File: config.mk
export PLATFORM = sky130hd
export DESIGN_NAME = fft_input_loader
export DESIGN_NICKNAME = d
export VERILOG_FILES = /design/src/rtl/fft_input_loader.sv
export SDC_FILE = /design/constraint.sdc
export NUM_CORES = 1
export LEC_CHECK = 0
export CAP_MARGIN = 0
export CELL_PAD_IN_SITES_DETAIL_PLACEMENT = 0
export CELL_PAD_IN_SITES_GLOBAL_PLACEMENT = 1
export CORE_MARGIN = 4
export CORE_UTILIZATION = 42
export CTS_CLUSTER_DIAMETER = 40
export DETAILED_ROUTE_END_ITERATION = 7
export PLACE_DENSITY = 0.74
export SLEW_MARGIN = 20
export SYNTH_ARGS = -nofsm -noshare
export SYNTH_HDL_FRONTEND = slang
export SYNTH_SLANG_ARGS = --single-unit
File: constraint.sdc
create_clock -name CLK -period 2.3 [get_ports CLK]
set_input_delay 0.23 -clock CLK [delete_from_list [all_inputs] [get_ports CLK]]
set_output_delay 0.23 -clock CLK [all_outputs]
set_load 0.02 [all_outputs]
File: src/rtl/fft_input_loader.sv
// fft_input_loader
// Collects a valid/ready stream of signed real samples into a ping-pong pair of
// 32-slot register banks, optionally in bit-reversed slot order, and presents each
// completed frame on a flat bus. The frame stays stable until the consumer takes it.
//
// state        | meaning
// -------------+---------------------------------------------------------------
// wr_bank_q    | bank currently being filled by the input stream
// rd_bank_q    | bank presented on o_frame
// full_q[b]    | bank b holds a complete frame not yet taken by the consumer
// count_q      | samples already written into the write bank (0..31)
// sof_err_q    | a partial frame was dropped by i_sof on the previous cycle
module fft_input_loader #(
  parameter int p_inputBits  = 9,
  parameter int p_points     = 32,
  parameter int p_bitReverse = 1
) (
  input  logic                            CLK,
  input  logic                            RST,
  input  logic [p_inputBits-1:0]          i_sample,
  input  logic                            i_valid,
  input  logic                            i_sof,
  output logic                            o_ready,
  output logic [p_points*p_inputBits-1:0] o_frame,
  output logic                            o_frame_valid,
  input  logic                            i_frame_ready,
  output logic                            o_sof_err,
  output logic [5:0]                      o_fill
);

  localparam logic [4:0] c_lastSlot = 5'd31;

  // Slot addressing for a 32-point frame: 5 address bits, mirrored when bit-reversing.
  function automatic logic [4:0] bitrev5(input logic [4:0] a);
    logic [4:0] r;
    for (int i = 0; i < 5; i++) begin
      r[i] = a[4-i];
    end
    return r;
  endfunction

  logic                   wr_bank_q, wr_bank_d;
  logic                   rd_bank_q, rd_bank_d;
  logic [1:0]             full_q, full_d;
  logic [4:0]             count_q, count_d;
  logic                   sof_err_q, sof_err_d;

  logic [p_inputBits-1:0] bank0_q [p_points];
  logic [p_inputBits-1:0] bank1_q [p_points];

  logic                   accept;
  logic                   sof_restart;
  logic                   complete;
  logic                   transfer;
  logic [4:0]             wr_index;
  logic [4:0]             wr_slot;

  // Handshake decode: acceptance, restart on a mid-frame i_sof, frame completion, frame transfer.
  always_comb begin
    o_ready     = !full_q[wr_bank_q];
    accept      = i_valid && o_ready;
    sof_restart = accept && i_sof && (count_q != 5'd0);
    complete    = accept && !sof_restart && (count_q == c_lastSlot);
    transfer    = full_q[rd_bank_q] && i_frame_ready;
    // A restart rewrites the dropped frame from sample 0, whatever count had reached.
    wr_index    = sof_restart ? 5'd0 : count_q;
    wr_slot     = (p_bitReverse != 0) ? bitrev5(wr_index) : wr_index;
  end

  // Next-state for bank pointers, full flags, sample count and the restart pulse.
  // Completion and transfer always target different banks, so both flag updates can apply.
  always_comb begin
    wr_bank_d = wr_bank_q;
    rd_bank_d = rd_bank_q;
    full_d    = full_q;
    count_d   = count_q;
    sof_err_d = sof_restart;

    if (accept) begin
      if (sof_restart) begin
        count_d = 5'd1;
      end else if (complete) begin
        count_d   = 5'd0;
        wr_bank_d = !wr_bank_q;
      end else begin
        count_d = count_q + 5'd1;
      end
    end

    if (complete) begin
      full_d[wr_bank_q] = 1'b1;
    end

    if (transfer) begin
      full_d[rd_bank_q] = 1'b0;
      rd_bank_d         = !rd_bank_q;
    end
  end

  // Control state registers with synchronous reset; drops all frames and partial data.
  always_ff @(posedge CLK) begin
    if (RST) begin
      wr_bank_q <= 1'b0;
      rd_bank_q <= 1'b0;
      full_q    <= 2'b00;
      count_q   <= 5'd0;
      sof_err_q <= 1'b0;
    end else begin
      wr_bank_q <= wr_bank_d;
      rd_bank_q <= rd_bank_d;
      full_q    <= full_d;
      count_q   <= count_d;
      sof_err_q <= sof_err_d;
    end
  end

  // Sample storage, written raw into the selected slot of the write bank; contents are not reset.
  always_ff @(posedge CLK) begin
    if (accept && !wr_bank_q) begin
      bank0_q[wr_slot] <= i_sample;
    end
    if (accept && wr_bank_q) begin
      bank1_q[wr_slot] <= i_sample;
    end
  end

  // Output frame mux straight from the read bank, plus status outputs.
  always_comb begin
    o_frame = '0;
    for (int k = 0; k < p_points; k++) begin
      o_frame[k*p_inputBits +: p_inputBits] = rd_bank_q ? bank1_q[k] : bank0_q[k];
    end
    o_frame_valid = full_q[rd_bank_q];
    o_sof_err     = sof_err_q;
    o_fill        = {1'b0, count_q};
  end

endmodule

-- Yosys cells after proc, flatten, opt, wreduce, memory -nomap -nowiden
Memory sizes are Yosys's and may differ from the RTL's.
Cells that the tools add are included.
- mux-type cells: 49
- bitwise operators: 4
- add/subtract/negate cells: 1
- reduce and logical (&&, ||, !) cells: 16
- equality and inequality tests: 1
- magnitude comparators: 4
- operator list (cell ; count):
    9-bit 2-to-1 mux ; 32
    5-bit 2-to-1 mux ; 3
    1-bit logical AND ; 10
    1-bit 2-to-1 mux ; 10
    5-bit by 1-bit adder with 5-bit output, second input constant ; 1
    5-bit == test, second input constant ; 1
    5-bit nonzero test ; 1
    1-bit zero test ; 4
    1-bit by 2-bit < comparator with 1-bit output, second input constant ; 2
    2-bit 2-to-1 mux ; 2
    3-bit AND reduction ; 1
    2-bit bitwise AND ; 1
    1-bit demux with 1-bit select ; 2
    1-bit >= comparator, second input constant ; 2
    2-bit inverter ; 1
    2-bit bitwise OR ; 1
    1-bit inverter ; 1
- word-level logic and storage cells: 82
- output and inout port bits: 297
- bits in writable memories: 576
- input port bits: 14
- bits in registers: 10
- memories: 2
- memories (name ; depth ; bits a word ; rd ports ; clocked after memory_dff ; wr ports ; line ; text):
    bank0_q ; 32 ; 9 ; 32 ; 0 ; 1 ; 48 ; logic [p_inputBits-1:0] bank0_q [p_points];
    bank1_q ; 32 ; 9 ; 32 ; 0 ; 1 ; 49 ; logic [p_inputBits-1:0] bank1_q [p_points];

-- Logic depth before layout (Yosys ltp)
- depth after elaboration: 12
- gate-level depth with buffers: 6

-- Worst setup path after synthesis
Ideal clock, no wire load.
- path type: reg2reg
- from: register count_q[1]
- to: memory bank0_q[10][0] (enable)
- slack: -119 ps
- stages on the path, launching flop included: 5
- path buffers: 2
- arrival: 2032 ps
- setup time: 387 ps
- cells stage by stage: dfxtp_1 clkbuf_1 or3b_2 clkbuf_1 nor3_1
- word-level cells in the longest chain between the ends: 3
- RTL lines (element ; line ; text):
    from (decl) ; 45 ; logic [4:0] count_q, count_d;
    from (signal assigned) ; 112 ; count_q <= count_d;
    5-bit nonzero test ; 62 ; sof_restart = accept && i_sof && (count_q != 5'd0);
    1-bit logical AND ; 62 ;
    5-bit 2-to-1 mux * ; 66 ; wr_index = sof_restart ? 5'd0 : count_q;
    to (decl) ; 48 ;
Every way passes the cells marked *; elsewhere a longest branch is shown, timed or not.

-- Final worst setup path
- from: register rd_bank_q
- to: output o_frame[75]
- word-level cells in the longest chain between the ends: 1
- RTL lines (element ; line ; text):
    from (decl) ; 43 ; logic rd_bank_q, rd_bank_d;
    from (signal assigned) ; 110 ; rd_bank_q <= rd_bank_d;
    9-bit 2-to-1 mux ; 131 ; o_frame[k*p_inputBits +: p_inputBits] = rd_bank_q ? bank1_q[k] : bank0_q[k];
    to (decl) ; 24 ; output logic [p_points*p_inputBits-1:0] o_frame,
Every way passes these cells.

==> results.toml <==
[global_routing]
grt_overflow = 0
grtUsageMet2_pct = 31.5
grt_max_degree = 65
grt_antenna_before_repair = 3
grt_pass1_vias = 12028
globalRouteTotalUtil_pct = 19.5
use_met3_pct = 4.99
grt_use_met1_pct = 26.0
top_usage_layer = "met2"
grt_first_pass_wirelength_um = 80500

[layout]
fin_area_mm2 = 0.0291
nNetsFinal = 1572
nFillCells = 3960
syn2layout_area_growth_pct = 33.7
multiInputGateArea_mm2 = 0.00426
finalNonFillerCells = 2293
drive_gt1_share_pct = 50.9
register_area_mm2 = 0.0175

[setup_path]
end_kind = "output pin"
critical_path_class = "reg -> out"
critPathLaunchType = "flop"
critPathMaxFanout = 7
worstPathArrival_ps = 2120
regToRegStartpoint = "count_q[0]"
slowest_delay_ps = 360
cpMaxStageDelayCell = "dfxtp_4"
worst-path-buf-inv = 6
cp_top_family = "buffers and inverters"
crit_chain = "buf_12 > buf_16 > buf_12 > buf_16 > buf_8 > mux2_4 > buf_6"
required_ps = 2070
worst_r2r_endpoint = "bank0_q[8][2]"
reg2reg_depth = 4
regToRegSetupSlack_ps = 120

[clock_tree]
clk_latency_ps = 590
cts_inserted_buffers = 73
clock_path_buffers = 3
cts_root_buf = "clkbuf_16"
htreeDepth = 3
cts_tree = "built"
clk_pin_slew_ps = 60
clock-sinks = 586

[timing]
setup_violations = 19
fmax_mhz = 425
rsz0062_at_grt = "yes"
hold_viol_final = 0
slew_viol_final = 0
skew_ps = 18.4
fin_crit_ps = 2350
maxSlewHeadroom_pct = 41.0
worst_slack_ps = -53.6
tightest_slew_ps = 884
min_period_over_period_pct = 102

[min_path]
hold_end = "bank1_q[27][8]"
holdPathStages = 2
min-delay-start = "i_sample[8]"
hp-class = "in -> reg"

[power]
swShare_pct = 20.6
clockPowerShare_pct = 47.2
p_sw_mw = 4.80
power_density_mw_per_mm2 = 799
ir_worst_vdd_v = 0.000734
p_comb_share_pct = 2.2
p_int_mw = 18.4
p_leak_nw = 10.2
power_frac_seq_pct = 50.6

[run_status]
status = "complete, but fails checks"
violations = "negative setup slack"

[die]
die_y_um = 236
coreArea_mm2 = 0.0513
rows = 83
fp.dieArea_mm2 = 0.0555
start_util_pct = 42.4
io_pins = 311
die_x_um = 236

[synthesis]
synth_nets = 1084
synthArstFlopShare_pct = 0
synth_area_mm2 = 0.0218
yosys.area.top_type = "edfxtp_1"
yosys.cell_count.top_type = "edfxtp_1"
yosysUniqueCellTypes = 40
synth_edf_count = 576
yosysWarnings = 0
ys.flop_type = "edfxtp_1"
netlist.area_leader.share_pct = 79.5
synthTopCellsByCount = "edfxtp_1, mux2_2, nor2_1"
yosys-top-cells-area = "edfxtp_1, mux2_2, nor2_1"
ys_seq_area_share_pct = 80.4
synthCells = 1067
ys_seq_elements = 586
syn_avg_cell_area_um2 = 20.4

[placed_design]
gp_congestion = 0.861
placedInstanceArea_mm2 = 0.0265
dp.cells = 2120
dp_hpwl_um = 34000
port-buffer-count = 309

[detailed_routing]
ant_nets = 0
drtIter0Drc = 888
vias_per_cell = 5.12
wl_per_cell_um = 24.6
drc = 0
finalWirelength_um = 56400
drt-pass1-iter-count = 5
vias = 11733

[run]
drv_cap = 0
[flip-flops by register name (all words and copies together), names as in the netlist]
name       flops
o_sof_err      1
count_q        5
full_q         2
bank0_q      288
bank1_q      288
wr_bank_q      1
rd_bank_q      1
[final cells by class]
| cell class | instances | area share (%) |
|---|---|---|
| well taps | 680 | 2.93 |
| clock buffers | 85 | 6.58 |
| diodes | 2 | 0.0172 |
| repair buffers | 456 | 13.9 |
| flip-flops and latches | 586 | 60.2 |
| inverters | 10 | 0.129 |
| clock inverters | 46 | 1.56 |
| multi-input cells | 428 | 14.7 |
[cells by family (layout without fill, tap and decap cells)]
kind of cell    after synthesis  after routing  share of synthesized area [%]
flops                       586            586                           80.4
mux                         291            291                           15.1
simple gates                109            109                           2.39
buf+inv                      53            597                          0.960
compound gates               24             24                          0.972
fa+ha+maj                     3              3                          0.173
other cells                   1              3                         0.0172
[layout by cell type, fill, tap and decap left out, types with 15 or more instances in the layout]
cell type        instances
clkbuf_2                57
mux2_4                  49
buf_2                  116
nor2_1                  49
edfxtp_1               576
dlygate4sd2_1           39
nor3_1                  15
buf_4                  115
buf_6                   37
buf_16                  15
buf_12                  17
mux2_2                 242
clkdlybuf4s15_2         27
clkbuf_16               83
[metrics by stage]
stage	setup WS (ps)	util, %	power [mW]	setup TNS [ps]	hold WS, ps
6_report	-53.6	56.7	23.2	-509	151
5_1_grt	-109	56.7	24.0	-2860	162
4_1_cts	-145	56.2	23.5	-7370	145
3_5_place_dp	-102	51.7	12.5	-12120	521
3_3_place_gp	-142	51.7	12.5	-11530	503
2_1_floorplan	-119	-	12.1	-2140	329
[power groups by stage]
stage	combinational (mW)	clock [mW]	sequential [mW]
6_report	0.503	11.0	11.8
5_1_grt	0.542	11.7	11.8
4_1_cts	0.518	11.2	11.8
3_5_place_dp	0.526	0	12.0
3_3_place_gp	0.517	0	12.0
2_1_floorplan	0.136	0	12.0
[repair_timing]
item                                    4_1_cts  5_1_grt
cloned                                        9        8
endpoints found under the setup margin      307      213
resized for setup                           786      323
pin swaps                                     0        1
buffers inserted                             14       12
hold buffers                                  0        0
[worst max path at each step]
stage,to,start,cells past startpoint,slack (ps)
2_1_floorplan,bank0_q[10][0],count_q[1],4,-120
3_3_place_gp,bank0_q[4][6],i_valid,7,-140
3_5_place_dp,bank0_q[20][5],i_valid,7,-100
4_1_cts,o_frame[283],rd_bank_q,5,-140
5_1_grt,o_frame[75],rd_bank_q,7,-110
6_report,o_frame[75],rd_bank_q,7,-50
[per-layer routing]
layer,wire (um),vias up
li1,-,5222
met1,24000,6000
met2,27400,423
met3,3660,84
met4,1380,4
met5,34,-
Note: power is estimated with default switching activity, not from simulation.
